==> src/rtl/q_4d_share_divider.sv <==
// Shared signed fixed-point divider: (dividend<<FRAC_BITS)/dividor, saturated, one restoring bit per clock.
// Latency: done high after edge E0+N+3 (E0+N+4 with DIV_ROUND_EN, which adds a guard bit and half-away-from-zero rounding).
// Backpressure: none; division_start is only sampled in IDLE and is dropped otherwise.
module q_4d_share_divider #(
    parameter int DIVIDEND_WIDTH = 12,
    parameter int DIVIDOR_WIDTH  = 12,
    parameter int QUOTIENT_WIDTH = 9,
    parameter int FRAC_BITS      = 8
) (
    input  logic                      CLK,
    input  logic                      RST,
    input  logic [DIVIDEND_WIDTH-1:0] dividend,
    input  logic [DIVIDOR_WIDTH-1:0]  dividor,
    input  logic                      division_start,
    output logic [QUOTIENT_WIDTH-1:0] signed_division,
    output logic                      division_done,
    output logic                      div_busy,
    output logic                      div_by_zero,
    output logic                      div_ovf
);

    localparam int N = DIVIDEND_WIDTH + FRAC_BITS;
`ifdef DIV_ROUND_EN
    localparam int CB = N + 1;
`else
    localparam int CB = N;
`endif
    localparam int MAGA_W = DIVIDEND_WIDTH + 1;
    localparam int REM_W  = DIVIDOR_WIDTH + 1;
    localparam int SH     = CB - DIVIDEND_WIDTH;
    localparam int QW     = QUOTIENT_WIDTH;

    localparam logic [1:0] S_IDLE = 2'd0;
    localparam logic [1:0] S_LOAD = 2'd1;
    localparam logic [1:0] S_CALC = 2'd2;
    localparam logic [1:0] S_SIGN = 2'd3;

    localparam logic [4:0]    CNT_INIT = 5'(CB - 1);
    localparam logic [CB-1:0] MAG_MAX  = CB'((1 << (QW - 1)) - 1);
    localparam logic [CB-1:0] MAG_MIN  = CB'(1 << (QW - 1));
    localparam logic [QW-1:0] POS_SAT  = {1'b0, {(QW-1){1'b1}}};
    localparam logic [QW-1:0] NEG_SAT  = {1'b1, {(QW-1){1'b0}}};

    logic [1:0]                state_q, state_d;
    logic [DIVIDEND_WIDTH-1:0] dvd_q, dvd_d;
    logic [DIVIDOR_WIDTH-1:0]  dvr_q, dvr_d;
    logic [CB-1:0]             num_q, num_d;
    logic [REM_W-1:0]          rem_q, rem_d;
    logic [REM_W-1:0]          dvs_q, dvs_d;
    logic [4:0]                cnt_q, cnt_d;
    logic                      sign_q, sign_d;
    logic                      zero_q, zero_d;
    logic                      dneg_q, dneg_d;
    logic                      pend_q, pend_d;
    logic                      done_q, done_d;
    logic [QW-1:0]             res_q, res_d;
    logic                      dbz_q, dbz_d;
    logic                      ovf_q, ovf_d;

    logic [MAGA_W-1:0] dvd_ext, mag_a;
    logic [REM_W-1:0]  dvr_ext, mag_b;
    logic [REM_W:0]    trial, dvs_ext, diff;
    logic              ge;
    logic [CB-1:0]     mag;
    logic [QW-1:0]     fin_res;
    logic              fin_dbz, fin_ovf;

    // Magnitudes are one bit wider than the operands so the most negative value stays exact.
    assign dvd_ext = {dvd_q[DIVIDEND_WIDTH-1], dvd_q};
    assign mag_a   = dvd_q[DIVIDEND_WIDTH-1] ? (~dvd_ext + 1'b1) : dvd_ext;
    assign dvr_ext = {dvr_q[DIVIDOR_WIDTH-1], dvr_q};
    assign mag_b   = dvr_q[DIVIDOR_WIDTH-1] ? (~dvr_ext + 1'b1) : dvr_ext;

    assign trial   = {rem_q, num_q[CB-1]};
    assign dvs_ext = {1'b0, dvs_q};
    assign ge      = (trial >= dvs_ext);
    assign diff    = trial - dvs_ext;

`ifdef DIV_ROUND_EN
    assign mag = {1'b0, num_q[CB-1:1]} + CB'(num_q[0]);
`else
    assign mag = num_q;
`endif

    always_comb begin
        fin_res = sign_q ? (~mag[QW-1:0] + 1'b1) : mag[QW-1:0];
        fin_dbz = 1'b0;
        fin_ovf = 1'b0;
        if (zero_q) begin
            fin_res = dneg_q ? NEG_SAT : POS_SAT;
            fin_dbz = 1'b1;
        end else if (!sign_q && (mag > MAG_MAX)) begin
            fin_res = POS_SAT;
            fin_ovf = 1'b1;
        end else if (sign_q && (mag > MAG_MIN)) begin
            fin_res = NEG_SAT;
            fin_ovf = 1'b1;
        end
    end

    always_comb begin
        state_d = state_q;
        dvd_d   = dvd_q;
        dvr_d   = dvr_q;
        num_d   = num_q;
        rem_d   = rem_q;
        dvs_d   = dvs_q;
        cnt_d   = cnt_q;
        sign_d  = sign_q;
        zero_d  = zero_q;
        dneg_d  = dneg_q;
        pend_d  = (state_q == S_SIGN);
        done_d  = pend_q;
        res_d   = res_q;
        dbz_d   = dbz_q;
        ovf_d   = ovf_q;

        case (state_q)
            S_IDLE: begin
                if (division_start) begin
                    dvd_d   = dividend;
                    dvr_d   = dividor;
                    state_d = S_LOAD;
                end
            end
            S_LOAD: begin
                num_d   = {{(CB-MAGA_W){1'b0}}, mag_a} << SH;
                dvs_d   = mag_b;
                rem_d   = '0;
                sign_d  = dvd_q[DIVIDEND_WIDTH-1] ^ dvr_q[DIVIDOR_WIDTH-1];
                zero_d  = (dvr_q == '0);
                dneg_d  = dvd_q[DIVIDEND_WIDTH-1];
                cnt_d   = CNT_INIT;
                state_d = S_CALC;
            end
            S_CALC: begin
                // Numerator bits shift out the top while quotient bits fill in from the bottom.
                rem_d = ge ? diff[REM_W-1:0] : trial[REM_W-1:0];
                num_d = {num_q[CB-2:0], ge};
                cnt_d = cnt_q - 5'd1;
                if (cnt_q == 5'd0) begin
                    state_d = S_SIGN;
                end
            end
            default: begin
                state_d = S_IDLE;
            end
        endcase

        // Quotient registers stay untouched until the next LOAD, so the commit one cycle later is safe.
        if (pend_q) begin
            res_d = fin_res;
            dbz_d = fin_dbz;
            ovf_d = fin_ovf;
        end
    end

    always_ff @(posedge CLK or posedge RST) begin
        if (RST) begin
            state_q <= S_IDLE;
            dvd_q   <= '0;
            dvr_q   <= '0;
            num_q   <= '0;
            rem_q   <= '0;
            dvs_q   <= '0;
            cnt_q   <= '0;
            sign_q  <= 1'b0;
            zero_q  <= 1'b0;
            dneg_q  <= 1'b0;
            pend_q  <= 1'b0;
            done_q  <= 1'b0;
            res_q   <= '0;
            dbz_q   <= 1'b0;
            ovf_q   <= 1'b0;
        end else begin
            state_q <= state_d;
            dvd_q   <= dvd_d;
            dvr_q   <= dvr_d;
            num_q   <= num_d;
            rem_q   <= rem_d;
            dvs_q   <= dvs_d;
            cnt_q   <= cnt_d;
            sign_q  <= sign_d;
            zero_q  <= zero_d;
            dneg_q  <= dneg_d;
            pend_q  <= pend_d;
            done_q  <= done_d;
            res_q   <= res_d;
            dbz_q   <= dbz_d;
            ovf_q   <= ovf_d;
        end
    end

    assign signed_division = res_q;
    assign division_done   = done_q;
    assign div_busy        = (state_q != S_IDLE);
    assign div_by_zero     = dbz_q;
    assign div_ovf         = ovf_q;

endmodule

==> config.mk <==
export PLATFORM = sky130hd
export DESIGN_NAME = q_4d_share_divider
export DESIGN_NICKNAME = d
export VERILOG_FILES = /design/src/rtl/q_4d_share_divider.sv
export SDC_FILE = /design/constraint.sdc
export NUM_CORES = 1
export LEC_CHECK = 0
export CAP_MARGIN = 20
export CORE_MARGIN = 4
export CORE_UTILIZATION = 58
export CTS_BUF_LIST = sky130_fd_sc_hd__clkbuf_8
export DETAILED_ROUTE_END_ITERATION = 10
export PLACE_DENSITY_LB_ADDON = 0.15
export SYNTH_ARGS = -nofsm -noshare
export SYNTH_HDL_FRONTEND = slang
export SYNTH_SLANG_ARGS = --single-unit
==> constraint.sdc <==
create_clock -name CLK -period 7.85 [get_ports CLK]
set_input_delay 1.1775 -clock CLK [delete_from_list [all_inputs] [get_ports CLK]]
set_output_delay 1.1775 -clock CLK [all_outputs]
set_load 0.03 [all_outputs]
## Word level (Yosys, flattened, before mapping)

Index checks and enable logic that the tools add are counted.

- Add/sub/neg operators: 5
- Mux-type cells: 18
- Shift operators: 0
- Bitwise operators: 4
- Multipliers: 0
- Divide/modulo/power cells: 0
- Magnitude comparators: 3
- Reduce and logical (&&, ||, !) cells: 10
- Equal/unequal tests: 5

Operators with widths:

| operator | number |
|---|---|
| $mux 9 | 5 |
| $pmux 20 s2 | 1 |
| $mux 13 | 2 |
| $pmux 13 s2 | 1 |
| $gt 20x8->1 const B | 1 |
| $gt 20x9->1 const B | 1 |
| $ge 14x13->1 | 1 |
| $add 13x1->13 const B | 1 |
| $not 13->13 | 1 |
| $sub 13x13->13 | 1 |
| $add 12x1->12 const B | 1 |
| $logic_not 12->1 | 1 |
| $mux 12 | 1 |
| $not 12->12 | 1 |
| $pmux 5 s2 | 1 |
| $add 9x1->9 const B | 1 |
| $not 9->9 | 1 |
| $pmux 2 s3 | 1 |
| $logic_not 5->1 | 1 |
| $sub 5x1->5 const B | 1 |
| $eq 2x2->1 const B | 2 |
| $mux 1 | 4 |
| $mux 2 | 2 |
| $ne 2x2->1 const B | 2 |
| other kinds (7) | 10 |

- Memories: 0
- Word-level logic and storage cells: 60
- Output and inout bits: 13
- Memory bits (writable): 0
- Bits in latches: 0
- Bits in registers: 93
- ROM bits: 0

## Logic depth before layout (Yosys ltp)

- Word-level depth: 6
- Mapped depth: 11
- Depth with buffers taken out: 10

## Worst setup path after synthesis

Ideal clock, no wire load.

- Kind: register -> register
- From: register num_q[19] (netlist: mag[19])
- To: register rem_q[2]
- Setup time: 134 ps
- Path buffers: 1
- Path slack: 5,392 ps
- Required time: 7,716 ps
- Arrival time: 2,324 ps
- Cell stages (with the launch flop): 12
- Clock period less this slack: 2,458 ps
- Cell sequence: dfrtp_1 -> inv_1 -> ha_1 -> inv_1 -> fa_1 -> a21o_1 -> a2111o_1 -> a31oi_2 -> o21ai_2 -> buf_6 -> mux2i_1 -> o22ai_1

- Longest elaborated chain between the ends: 3
- Elaborated cells on any way between the ends: 4

Ends and longest elaborated chain:

| element | line | text |
|---|---|---|
| start, declared | 47 | `logic [CB-1:0] num_q, num_d;` |
| start signal, assigned | 179 | `num_q <= num_d;` |
| $sub 13x13->13 / $ge 14x13->1 (equally long branches) | 77, 76 |  |
| $mux 13 * | 138 | `rem_d = ge ? diff[REM_W-1:0] : trial[REM_W-1:0];` |
| $pmux 13 s2 * | 118 | `case (state_q)` |
| end signal, assigned | 180 | `rem_q <= rem_d;` |
| end, declared | 48 | `logic [REM_W-1:0] rem_q, rem_d;` |

Every way passes the cells marked *; elsewhere a longest branch is shown, timed or not.
A chain may end at the register's enable or synchronous reset.

## Final worst setup path

- From: register state_q[0]
- To: output div_busy

- Longest elaborated chain between the ends: 1

Ends and longest elaborated chain:

| element | line | text |
|---|---|---|
| start, declared | 44 | `logic [1:0] state_q, state_d;` |
| start signal, assigned | 176 | `state_q <= state_d;` |
| $reduce_bool 2->1 | 196 | `assign div_busy = (state_q != S_IDLE);` |
| end, declared | 17 | `output logic div_busy,` |

No other way between the ends.

==> metrics.cfg <==
[status]
status=finished clean

[clock_tree]
root_buffer=clkbuf_8
cts_tree=done
clock_sinks=93
cts_made_buffers=9
cts.htree.levels=3
clk_path_buf_depth=2
cts_hold_buf=0
post_cts_resized=0
cts_setup_buffers=0
cts.clk_slew.worst_paths_ns=0.09
clkLatencyLatePin_ns=0.37

[drt]
vias=4051
drtIter0Drc=248
drt-pass1-iter-count=5
drcViolationCount=0
drtAntennaViolNets=0
via_per_inst=5.90
wl_um=10800
detail_route.wl_per_cell_um=15.7

[yosys]
synthesis.nets=594
ys.flop_type=dfrtp_1
synth.avg_cell_area_um2=9.72
synth_edf_count=0
ys_types=62
synthCells=543
async_flop_share_pct=100
synth_seq_cells=93
ys_seq_area_share_pct=44.1
yosys.area.top_type=dfrtp_1
ys.warnings.count=0
synth_area_leaders=dfrtp_1, mux2_2, ha_1, o21ai_0, nand2_1
syn_area_um2=5280
synth_top_area_share_pct=44.1

[worst_setup_path]
path_cells=inv_1 -> ha_1 -> inv_1 -> clkdlybuf4s50_1
reg2reg_depth=10
r2r-end=rem_q[3]
path_depth=4
critPathCapture=div_busy
cp_common_cell=inv_1
cp-end-kind=primary output
crit_type=flip-flop to primary output
cp_slowest_cell=clkdlybuf4s50_1
critPathMaxStageDelay_ns=0.66
worstPathMaxFanout=4
cp.buffers_inverters=3
ff2ff_setup_slack_ns=5.04
crit_required_ns=6.67
timing.rr.start=mag[19]
crit_start=state_q[0]
arrival_ns=1.89
cp_top_family=buffers and inverters
cp-start-kind=flip-flop

[grt]
grt_util_met1_pct=30.3
grt_first_pass_wirelength_um=18200
grt_usage_pct=21.7
grt-busiest-layer=met2
grt_max_degree=64
use_met2_pct=34.3
grt_pass1_vias=3816
use_met3_pct=3.35
grt.overflow.total=0
antenna_found_initial=0

[floorplanning]
dieWidth_um=103
core_um2=8810
die_h_um=103
num_io_pins=40
rows=34
start_util_pct=59.9
dieArea_um2=10700

[placed_design]
io_buffers=39
hpwlAfterDp_um=7920
gp_congestion=0.885

[finish]
final_nets=626
layout_commonest_cell=dfrtp_1
fin_util_pct=67.3
mostFrequentLayoutCells=dfrtp_1, nand2_1, nor2_1, inv_1, clkdlybuf4s50_1
drive_gt1_share_pct=10.4
num_antenna_cells=0
area.growth.synth_to_final_pct=12.4
fill_cells=695

[power]
p_per_area_nw_per_um2=399
vdd_drop_max_mv=0.209
p_leak_nw=2.61

[timing]
fin_tns_setup_ns=0
hold_viol_final=0
setup_violations=0
fmax_mhz=326
drv_slew=0
timing.final.crit_share_pct=39.1
worstMarginPinSlew_ns=1.05
clock-skew-final_ns=0.0107
period_needed_ns=3.07
rsz0062_at_grt=false
slew_headroom_pct=29.7

[job]
maxCapViolations=0

[min_path]
worstHoldPathType=flip-flop to flip-flop

-- power breakdown --
| part | internal, mW | switching [mW] | total [mW] |
|---|---|---|---|
| logic | 0.527 | 0.654 | 1.18 |
| clock network | 0.155 | 0.170 | 0.325 |
| registers | 0.667 | 0.194 | 0.861 |
-- final cells by class --
| cell class | count | area (um^2) | area share [%] |
|---|---|---|---|
| Clock inverter | 5 | 58.8 | 0.992 |
| Timing Repair Buffer | 43 | 420 | 7.09 |
| Multi-Input combinational cell | 387 | 2700 | 45.5 |
| Sequential cell | 93 | 2330 | 39.2 |
| Clock buffer | 10 | 138 | 2.32 |
| Inverter | 41 | 155 | 2.62 |
| Tap cell | 108 | 135 | 2.28 |
-- worst register-to-register path: cells and delay by family (launching register included) --
kind | cells | cell delay (ns)
AO/OA/AOI/OAI | 5 | 1.35
multiplexers | 1 | 0.20
adder cells (fa/ha/maj) | 2 | 0.60
flip-flops | 1 | 0.41
buffers and inverters | 2 | 0.16
-- sequential cells by signal, indices dropped and copies added (netlist names) --
name / flops
cnt_q: 5
state_q: 2
sign_q: 1
division_done: 1
div_ovf: 1
zero_q: 1
mag: 20
dneg_q: 1
dvs_q: 13
dvd_q: 12
signed_division: 9
rem_q: 13
div_by_zero: 1
dvr_q: 12
done_d: 1
-- kinds of logic after synthesis --
logic type	count (synthesis)	share of synthesized area, %
AND/OR/NAND/NOR	142	12.9
flip-flops	93	44.1
adder cells (fa/ha/maj)	24	5.83
XOR/XNOR	28	4.65
AO/OA/AOI/OAI	147	18.2
buffers and inverters	63	4.79
multiplexers	46	9.53
-- worst min-delay path by stage --
stage	from	cells past startpoint	slack, ns	end
2_1_floorplan	done_d	0	0.35	division_done
3_3_place_gp	div_ovf	1	0.47	div_ovf
3_5_place_dp	div_ovf	1	0.48	div_ovf
4_1_cts	div_ovf	1	0.50	div_ovf
5_1_grt	div_ovf	1	0.51	div_ovf
6_report	div_ovf	1	0.50	div_ovf
-- routing by layer --
layer	vias up	wire, um
met3	18	534
met2	96	5110
met4	0	227
met5	-	0
li1	1992	-
met1	1945	4910
-- through the flow --
stage | hold slack [ns] | power (mW) | setup slack [ns] | instances | area, um^2
global placement | 0.468 | 2.00 | 4.90 | 672 | 5730
floorplan | 0.352 | 1.76 | 4.25 | 543 | 5280
finish | 0.500 | 2.37 | 4.78 | 687 | 5930
detailed placement | 0.480 | 2.05 | 4.84 | 672 | 5730
global route | 0.511 | 2.56 | 4.68 | 687 | 5930
CTS | 0.500 | 2.38 | 4.77 | 687 | 5930
-- synth_stat cells (all sizes together), types with 4 or more instances --
library cell / number
inv: 40
nor2b: 4
nor3: 11
o2bb2ai: 14
dfrtp: 93
a31oi: 6
nor4: 7
nor2: 40
nand3: 15
ha: 23
o31ai: 5
a21boi: 8
xor2: 15
a21o: 8
nand2: 41
mux2i: 12
mux2: 34
clkbuf: 14
nand2b: 7
xnor2: 13
o22ai: 8
a21oi: 30
buf: 8
o21ai: 44
Note: power is estimated with default switching activity, not from simulation.
